**config.mk**
```make
export PLATFORM = sky130hd
export DESIGN_NAME = alu_cmd_sequencer
export DESIGN_NICKNAME = d
export VERILOG_FILES = /design/src/rtl/alu_cmd_sequencer.sv
export SDC_FILE = /design/constraint.sdc
export NUM_CORES = 1
export LEC_CHECK = 0
export CORE_MARGIN = 10
export CORE_UTILIZATION = 40
export CTS_CLUSTER_DIAMETER = 30
export DETAILED_ROUTE_END_ITERATION = 8
export HOLD_SLACK_MARGIN = 0.05
export PLACE_DENSITY = 0.78
export SLEW_MARGIN = 20
export SYNTH_ARGS = -nofsm -noshare
export SYNTH_HDL_FRONTEND = slang
export SYNTH_SLANG_ARGS = --single-unit
```
**constraint.sdc**
```tcl
create_clock -name clk -period 1.8 [get_ports clk]
set_clock_uncertainty 0.15 [all_clocks]
set_input_delay 0.36 -clock clk [delete_from_list [all_inputs] [get_ports clk]]
set_output_delay 0.36 -clock clk [all_outputs]
set_load 0.02 [all_outputs]
```
**src/rtl/alu_cmd_sequencer.sv**
```systemverilog
// alu_cmd_sequencer: issues commands to the combinational shift->ALU datapath,
// chains passes by feeding Result back into A, and returns the final result.
module alu_cmd_sequencer #(
    parameter int WIDTH = 5,
    parameter int SHW   = 2,
    parameter int CNTW  = 3
) (
    input  logic             clk,
    input  logic             reset,
    input  logic             cmd_valid,
    output logic             cmd_ready,
    input  logic [WIDTH-1:0] cmd_a,
    input  logic [WIDTH-1:0] cmd_b,
    input  logic [SHW-1:0]   cmd_bshift,
    input  logic             cmd_dir,
    input  logic [2:0]       cmd_ctrl,
    input  logic [CNTW-1:0]  cmd_iter,
    output logic [WIDTH-1:0] dp_a,
    output logic [WIDTH-1:0] dp_b,
    output logic [SHW-1:0]   dp_bshift,
    output logic             dp_dir,
    output logic [2:0]       dp_ctrl,
    input  logic [WIDTH-1:0] dp_result,
    input  logic [3:0]       dp_flags,
    output logic             rsp_valid,
    input  logic             rsp_ready,
    output logic [WIDTH-1:0] rsp_result,
    output logic [3:0]       rsp_flags,
    output logic             busy
);

    typedef enum logic [1:0] {IDLE, ISSUE, RESP} state_t;

    state_t           r_state;
    state_t           w_next;
    logic             w_accept;
    logic [CNTW-1:0]  r_cnt;
    logic [WIDTH-1:0] r_dp_a;
    logic [WIDTH-1:0] r_dp_b;
    logic [SHW-1:0]   r_dp_bshift;
    logic             r_dp_dir;
    logic [2:0]       r_dp_ctrl;
    logic [WIDTH-1:0] r_rsp_result;
    logic [3:0]       r_rsp_flags;

    // Datapath operands are driven only from registers, never from cmd_*.
    assign dp_a       = r_dp_a;
    assign dp_b       = r_dp_b;
    assign dp_bshift  = r_dp_bshift;
    assign dp_dir     = r_dp_dir;
    assign dp_ctrl    = r_dp_ctrl;
    assign rsp_result = r_rsp_result;
    assign rsp_flags  = r_rsp_flags;

    // State register.
    always_ff @(posedge clk) begin
        if (reset) r_state <= IDLE;
        else       r_state <= w_next;
    end

    // Next state and handshake outputs; cmd_ready is masked while reset is high.
    always_comb begin
        w_next    = r_state;
        cmd_ready = 1'b0;
        rsp_valid = 1'b0;
        busy      = 1'b0;
        w_accept  = 1'b0;
        case (r_state)
            IDLE: begin
                cmd_ready = !reset;
                w_accept  = cmd_valid && !reset;
                if (w_accept) w_next = ISSUE;
            end
            ISSUE: begin
                busy = 1'b1;
                if (r_cnt == '0) w_next = RESP;
            end
            RESP: begin
                busy      = 1'b1;
                rsp_valid = 1'b1;
                if (rsp_ready) w_next = IDLE;
            end
            default: w_next = IDLE;
        endcase
    end

    // Operand latch, pass chaining and final result capture.
    always_ff @(posedge clk) begin
        if (reset) begin
            r_cnt        <= '0;
            r_dp_a       <= '0;
            r_dp_b       <= '0;
            r_dp_bshift  <= '0;
            r_dp_dir     <= 1'b0;
            r_dp_ctrl    <= '0;
            r_rsp_result <= '0;
            r_rsp_flags  <= '0;
        end else begin
            case (r_state)
                IDLE: begin
                    if (w_accept) begin
                        r_dp_a      <= cmd_a;
                        r_dp_b      <= cmd_b;
                        r_dp_bshift <= cmd_bshift;
                        r_dp_dir    <= cmd_dir;
                        r_dp_ctrl   <= cmd_ctrl;
                        r_cnt       <= cmd_iter;
                    end
                end
                ISSUE: begin
                    if (r_cnt != '0) begin
                        r_dp_a <= dp_result;
                        r_cnt  <= r_cnt - 1'b1;
                    end else begin
                        r_rsp_result <= dp_result;
                        r_rsp_flags  <= dp_flags;
                    end
                end
                default: ;
            endcase
        end
    end

endmodule
```
==> impl_metrics.yaml, run 1 <==
cells_and_area:
  antenna_cells: 0
  syn2layout_area_growth_pct: 61.8
  nets: 257
  fin_cells: 263
  drive_gt1_share_pct: 17.8
grt:
  grt_pass1_vias: 1346
  grt_overflow: 0
  grt_pass1_wl_mm: 6.49
  grt_max_degree: 23
  antenna_found_initial: 0
  track_usage_pct: 13.4
logic_synthesis:
  synth_area_leaders: "dfxtp_1 (46%), mux2i_1 (7.7%), nand2b_1 (5.7%)"
  synth_nets: 184
  ys_seq_area_share_pct: 45.9
  synth_flop_cell: "dfxtp_1"
  syn_avg_cell_area_sq_um: 8.89
  synth-seq-cells: 30
  yosys_warnings: 0
  yosysMostFrequentCell: "dfxtp_1"
  synthesis.area_sq_um: 1310
  yosysTopAreaCellShare_pct: 45.9
  ys_types: 25
  synth_edf_count: 0
  async_reset_ff_share_pct: 0
  syn_inst: 147
  yosysTopAreaCell: "dfxtp_1"
  yosys-top-cells-count: "dfxtp_1 (30), nor2_1 (19), nand2_1 (15)"
placed_design:
  dpl.hpwl_mm: 3.18
  dp.cells: 257
  portBuffers: 59
  gp_congestion: 0.854
worst_setup_path:
  worstPathRequired_ps: 1880
  r2r_cells: 7
  r2r-end: "dp_a[1]"
  rrSetupSlack_ps: 60
  end_kind: "flop"
  cp.arrival_ps: 1860
  critPathKind: "in2reg"
  startpoint_type: "input pin"
  r2r-start: "r_state[1]"
  critPathMaxFanout: 6
floorplan:
  fp.dieH_um: 77.2
  fp.dieW_um: 77.2
  rows: 20
  dieArea_sq_um: 5960
  initial_utilization_pct: 42.1
  ios: 60
  core_sq_um: 3100
sta:
  tns_ps: 0
  slew_headroom_pct: 78.6
  worst_pin_slew_ps: 320
  setup_violations: 0
  hold_viol_final: 0
  fmax_ghz: 0.561
  min_period_over_period_pct: 99.1
  whs_ps: 302
  drv_slew: 0
  fin_crit_ps: 1780
min_path:
  holdPathStages: 1
  min_from: "r_cnt[0]"
  whs_endpoint: "r_cnt[0]"
  hold_class: "reg2reg"
clock_network:
  clk_root_buffer_cell: "clkbuf_4"
  tritoncts: "yes"
  clkSinkCount: 30
  cts_made_buffers: 5
  clk_pin_slew_worst_paths_ps: 90
  clock_latency_ps: 310
  cts_setup_buffers: 0
  cts.htree.levels: 2
  clockBufferDepth: 2
  ctsHoldBuffers: 0
pwr:
  peakVddDrop_mv: 0.620
  p_per_area_nw_per_um2: 1460
  p_total_uw: 3100
  power_leakage_uw: 0.00104
routing:
  antenna_left: 0
  drt_iter0_markers: 49
  vias_per_cell: 4.92
  drc: 0
  routed_wl_mm: 4.09
  vias: 1293
  routedWlPerCell_um: 15.6
  drt_pass1_iterations: 4
status:
  status: "finished, final reports clean"
flow_run:
  drv_cap: 0
## sequential cells by signal (all words and copies together) (netlist names)
name,count
dp_bshift,2
dp_ctrl,3
dp_b,5
rsp_result,5
rsp_flags,4
dp_dir,1
r_state,2
r_cnt,3
dp_a,5
## placed cells by master (no fill, tap or decap), drive strengths merged
cell / n
clkdlybuf4s50: 31
dfxtp: 30
nor2: 19
buf: 17
nand2: 15
dlygate4sd2: 14
o21ai: 13
nand2b: 12
dlymetal6s2s: 11
mux2i: 10
a211oi: 9
a21oi: 8
inv: 7
clkbuf: 6
o22ai: 5
ha: 5
and3b: 1
nor2b: 1
and2b: 1
a311oi: 1
a221o: 1
or2b: 1
o21ba: 1
## area by class of cell
type / count / area [sq um]
repair buffers: 73 / 693
multi-input cells: 103 / 687
well taps: 44 / 55.1
flip-flops and latches: 30 / 603
inverters: 7 / 26.3
clock buffers: 6 / 51.3
fillers: 272 / 987
## per-layer routing
metal,vias to the layer above,track usage (%),part of all wire [%]
li1,643,-,-
met1,588,12.9,40
met2,53,23.2,48
met3,9,7.46,10
met4,0,5.29,2.0
met5,-,0,0
## critical path, stage by stage
cell and delay (ps):
clkdlybuf4s50_1 520, nand2b_1 330, a211oi_4 380, nor2_1 80, a211oi_1 190
## metrics by stage
step,setup slack (ps),utilization [%],instance area [sq um]
after floorplan,126,-,1310
after global placement,-315,65.2,2020
after detailed placement,-351,65.2,2020
after CTS,2.28,66.0,2050
after global routing,-35.7,68.2,2120
final,16.9,68.2,2120
## kinds of logic (layout without fill, tap and decap cells)
family	Yosys count	in the layout	share of synthesized area [%]
mux	10	10	7.66
fa+ha+maj	5	5	4.78
flops	30	30	45.9
simple gates	50	50	17.8
compound gates	38	38	19.0
buf+inv	14	86	4.78
## worst max path at each step
stage / start / to / slack, ps / cells past startpoint
floorplan: r_state[1] / dp_a[0] / 130 / 7
global placement: reset / cmd_ready / -320 / 3
detailed placement: reset / cmd_ready / -350 / 3
CTS: rsp_result[1] / rsp_result[1] / 2 / 1
global route: r_state[1] / dp_a[1] / -40 / 7
finish: reset / dp_a[1] / 20 / 5
## where the power goes
part	switching, uW	internal (uW)	leakage (uW)
Clock	210	176	0.0000302
Combinational	980	776	0.000765
Sequential	96.9	860	0.000247
## repair_timing
item,CTS,global route
endpoints found under the setup margin,19,22
gates resized for setup,26,26
hold endpoints to repair,0,0
pin swaps,3,7
(Power assumes the default switching activity.)
==> run 2, diff against run 1 <==
CAP_MARGIN = 20   (was default)
==> results of run 2 <==
The final DEF is identical to that of run 1; final timing and power are the same.
==> run 3, diff against run 2 <==
CELL_PAD_IN_SITES_DETAIL_PLACEMENT = 1   (was default)
CELL_PAD_IN_SITES_GLOBAL_PLACEMENT = 2   (was default)
CORE_UTILIZATION = 22   (was 40)
PLACE_DENSITY = default   (was 0.78)
PLACE_DENSITY_LB_ADDON = 0.1   (was default)
REMOVE_ABC_BUFFERS = 1   (was default)
==> run 3 against run 2 <==
Wire length up 6.1%. Clock power is 44% higher. Global-route usage is 4.3 points lower. Flip-flop and latch count stayed put. Highest routed layer unchanged. Combinational power is 6% higher. Sequential share of layout area down 1.5 points. First-iteration DRC count fell by 43%.
==> impl_metrics.yaml, run 3 (same netlist as run 1, synthesis figures left out) <==
floorplan:
  initial_utilization_pct: 22.3
  ios: 60
  fp.dieW_um: 97.1
  rows: 28
  fp.dieH_um: 97.1
  core_sq_um: 5850
  dieArea_sq_um: 9430
placed_design:
  portBuffers: 59
  dpl.hpwl_mm: 3.46
  gp_congestion: 0.692
worst_setup_path:
  critPathMaxStageDelay_ps: 610
  critPathMaxFanout: 2
  cp.arrival_ps: 1240
  crit_slowest_cell: "clkdlybuf4s50_1"
  startpoint_type: "flop"
  r2r_cells: 8
  rrSetupSlack_ps: 100
  path_cells: "clkdlybuf4s50_1"
  worstPathRequired_ps: 1290
  path_buf_inv: 1
  crit_family: "buffers and inverters"
  critPathKind: "reg2out"
  r2r-end: "dp_a[3]"
  r2r-start: "r_state[1]"
  end_kind: "output pin"
cells_and_area:
  nets: 261
  final_util_pct: 38.1
  syn2layout_area_growth_pct: 70.5
  drive_gt1_share_pct: 19.1
  mostFrequentLayoutCell: "clkdlybuf4s50_1"
  layout_common_cells: "clkdlybuf4s50_1 (50), dfxtp_1 (28), nor2_1 (18), buf_4 (17), nand2_1 (15)"
  antenna_cells: 0
clock_network:
  clk_root_buffer_cell: "clkbuf_8"
  clk_pin_slew_worst_paths_ps: 70
  ctsHoldBuffers: 0
  clockBufferDepth: 2
  clock_latency_ps: 280
  cts_made_buffers: 5
  cts.htree.levels: 2
  clkSinkCount: 30
  tritoncts: "yes"
sta:
  slew_headroom_pct: 77.2
  setup_violations: 0
  drv_slew: 0
  hold_viol_final: 0
  whs_ps: 323
  fmax_ghz: 0.573
  fin_crit_ps: 1750
  min_period_over_period_pct: 97.0
  worst_pin_slew_ps: 341
flow_run:
  drv_cap: 0
grt:
  track_usage_pct: 9.09
  grt_pass1_vias: 1416
  grt_overflow: 0
  grt_pass1_wl_mm: 7.07
  grt_max_degree: 23
  antenna_found_initial: 0
routing:
  routed_wl_mm: 4.34
  drt_pass1_iterations: 3
  routedWlPerCell_um: 14.5
  drc: 0
  vias_per_cell: 4.31
  antenna_left: 0
  drt_iter0_markers: 28
  vias: 1294
pwr:
  p_sw_uw: 1320
  swShare_pct: 39.0
  p_per_area_nw_per_um2: 1520
  combPwrFrac_pct: 55.0
  power.internal_uw: 2070
  peakVddDrop_mv: 0.477
  seq_power_share_pct: 28.7
  power_leakage_uw: 0.000944
  clockPowerShare_pct: 16.3
min_path:
  holdPathStages: 2
  whs_endpoint: "dp_ctrl[2]"
  hold_class: "reg2reg"
  min_from: "dp_ctrl[2]"
status:
  status: "finished, final reports clean"
==> run 3: cell count changes in the layout (fill, tap and decap cells not counted), sizes merged <==
| cell | delta |
|---|---|
| clkinv | +1 |
| dlygate4sd2 | -14 |
| dlymetal6s2s | -5 |
| buf | +3 |
| clkdlybuf4s50 | +19 |
| clkbuf | +2 |
==> run 3: worst register-to-register path, stage by stage (launching register included) <==
cell      delay (ps)
dfxtp_2          330
inv_2             40
buf_4            120
ha_2             170
and3b_2          240
buf_4            150
a21oi_4          130
buf_4            180
a211oi_1          80
==> run 3: layer usage <==
layer | vias to the layer above | routed length (um) | GRT usage [%]
li1 | 652 | - | -
met1 | 607 | 1730 | 9.39
met2 | 30 | 2200 | 15.6
met3 | 5 | 363 | 4.69
met4 | 0 | 44 | 2.72
met5 | - | 0 | 0
==> run 3: layout make-up <==
type / count / area [sq um]
fillers: 679 / 3620
repair buffers: 77 / 736
multi-input cells: 103 / 679
flip-flops and latches: 30 / 603
well taps: 75 / 93.8
clock buffers: 7 / 86.3
inverters: 7 / 26.3
clock inverters: 1 / 5.00
==> run 3: worst max path at each step <==
stage                     startpoint        end  slack (ps)  cells past startpoint
after floorplan           r_state[0]    dp_b[0]        -170                      5
after global placement         reset  cmd_ready        -290                      3
after detailed placement       reset  cmd_ready        -290                      3
after CTS                 r_state[0]       busy          10                      3
after global routing      r_state[1]    dp_a[4]         -20                      7
final                        dp_a[1]    dp_a[1]          50                      1
==> run 3: power groups by stage <==
stage	registers (uW)	clock network [uW]	logic, uW
2_1_floorplan	1140	0	800
3_3_place_gp	970	0	1750
3_5_place_dp	980	0	1780
4_1_cts	970	582	1800
5_1_grt	1000	615	2050
6_report	972	554	1870
==> run 3: through the flow <==
step / setup WS, ps / cells / area, sq um / power, uW / TNS (ps)
2_1_floorplan: -168 / 140 / 1270 / 1940 / -1830
3_3_place_gp: -290 / 289 / 2070 / 2720 / -2160
3_5_place_dp: -294 / 289 / 2070 / 2760 / -2710
4_1_cts: 11.3 / 299 / 2170 / 3350 / 0
5_1_grt: -17.8 / 300 / 2230 / 3670 / -19.4
6_report: 53.4 / 300 / 2230 / 3390 / 0
==> run 3: repair_timing <==
action	in CTS	in global routing
setup buffers	2	1
pin swaps	2	5
gates resized for setup	11	22
setup endpoints to repair	4	20
==> RTL edit (settings of run 3) <==
`CNTW`: 3 -> 6.
--- a/src/rtl/alu_cmd_sequencer.sv
+++ b/src/rtl/alu_cmd_sequencer.sv
@@ -5,3 +5,3 @@
     parameter int SHW   = 2,
-    parameter int CNTW  = 3
+    parameter int CNTW  = 6
 ) (
Ports: changed (resized cmd_iter); port bits go from 60 to 63. No check against the original RTL was run, so the function may have changed too.
==> RTL edit against run 3 <==
Critical path depth increased by 5; clock power is essentially flat; sequential share of layout area fell by 2.7 points; register-to-register slack got worse by 70 ps; setup slack lost 27 ps; area after synthesis grew 21%; power is 15% higher; sequential cell count rose by 3; global-route usage grew 1.1 points; wire length grew 30%; design area increased by 23%; critical path type is now reg2reg.
==> RTL edit: results <==
[status]
status = "finished clean"

[yosys]
synth_commonest_cells = "dfxtp_1, nand2_1, nor2_1, mux2i_1, nand3b_1"
synth_cell_types = 36
ys_seq_area_frac = 0.419
async_reset_ff_frac = 0
synth.top_cells.by_area = "dfxtp_1, mux2i_1, nand2_1"

[cells_and_area]
largest_reg_flops = 6
final_nets = 302
drive_gt1_frac = 0.259

[clock_tree]
root_buffer = "clkbuf_8"

[floorplanning]
initial_core_util = 0.230

[sta]
maxSlewHeadroom = 0.600

[worst_setup_path]
cp_max_fo = 2
cp.arrival_ps = 1800
ff2ff_path_depth = 6

[route]
wl_um = 5660
antenna_left = 0
vias_per_cell = 4.36
drt_pass1_iterations = 4
dr.first_iter.drc_count = 40

[global_routing]
grt_pass1_vias = 1754
grt_max_degree = 27
grt_pass1_wl_um = 9050
track_usage = 0.102

[placement]
dp_hpwl_um = 4250
dp_slack_ps = -353
io_buffers = 62
gp_congestion = 0.766

[power]
ir_worst_vdd_mv = 0.375
leakage_nw = 1.38

[min_path]
holdPathStages = 2
## RTL edit: cell count changes after synthesis, moves of 3 or more
cell | run 3 | this run
dfxtp_1 | 30 | 33
nand2b_1 | 12 | 5
o21ai_0 | 12 | 0
o22ai_1 | 5 | 2
mux2i_1 | 10 | 15
nand2_1 | 15 | 24
nand3b_1 | 0 | 11
## RTL edit: kinds of logic after synthesis
group,Yosys count,synth area share
DFF,33,0.419
adders and majority gates,5,0.0397
buffers and inverters,17,0.0476
AOI/OAI and AO/OA,30,0.151
and+or+nand+nor,70,0.231
muxes,17,0.112
## RTL edit: layout make-up
type	instances	area [µm²]
Timing Repair Buffer	92	911
Multi-Input combinational cell	122	922
Clock inverter	2	10.0
Sequential cell	33	666
Tap cell	96	120
Clock buffer	6	72.6
Fill cell	783	4140
Inverter	8	32.5
## RTL edit: worst paths after layout
| check | slack, ps | startpoint | to |
|---|---|---|---|
| worst min register to register | 330 | dp_ctrl[0] | dp_ctrl[0] |
| worst max register to register | 30 | r_cnt[0] | r_state[0] |
| worst max-delay path | 30 | r_cnt[0] | r_state[0] |
| worst min-delay path | 330 | dp_ctrl[0] | dp_ctrl[0] |
## RTL edit: worst max-delay path, stage by stage (launching register included)
cell	delay [ps]
dfxtp_2	330
inv_2	80
ha_4	150
or4b_4	480
nor2_4	120
o21ai_2	70
mux2_4	290
## RTL edit: layer usage
layer  track usage  share of wire  vias to the layer above
li1              -              -                      778
met1         0.111           0.42                      744
met2         0.172           0.50                       39
met3        0.0448          0.064                        4
met4        0.0353         0.0095                        0
met5             0              0                        -
## RTL edit: metrics by stage
step / instance area (µm²) / cells / setup TNS, ps / hold slack (ps)
4_1_cts: 2640 / 358 / -6.42 / 329
5_1_grt: 2730 / 359 / -342 / 352
2_1_floorplan: 1530 / 163 / -3910 / 275
3_3_place_gp: 2480 / 347 / -2620 / 310
6_report: 2730 / 359 / 0 / 325
3_5_place_dp: 2480 / 347 / -3810 / 313
## RTL edit: timing repair
item,4_1_cts,5_1_grt
gates resized for setup,26,34
pin swaps,2,4
setup endpoints to repair,24,33
gates cloned,0,1
setup buffers,3,0
## RTL edit: where the power goes
| group | internal [mW] | leakage [nW] | switching [mW] |
|---|---|---|---|
| registers | 0.929 | 0.272 | 0.114 |
| clock network | 0.268 | 0.0450 | 0.287 |
| logic | 1.16 | 1.07 | 1.13 |
| total | 2.36 | 1.38 | 1.53 |
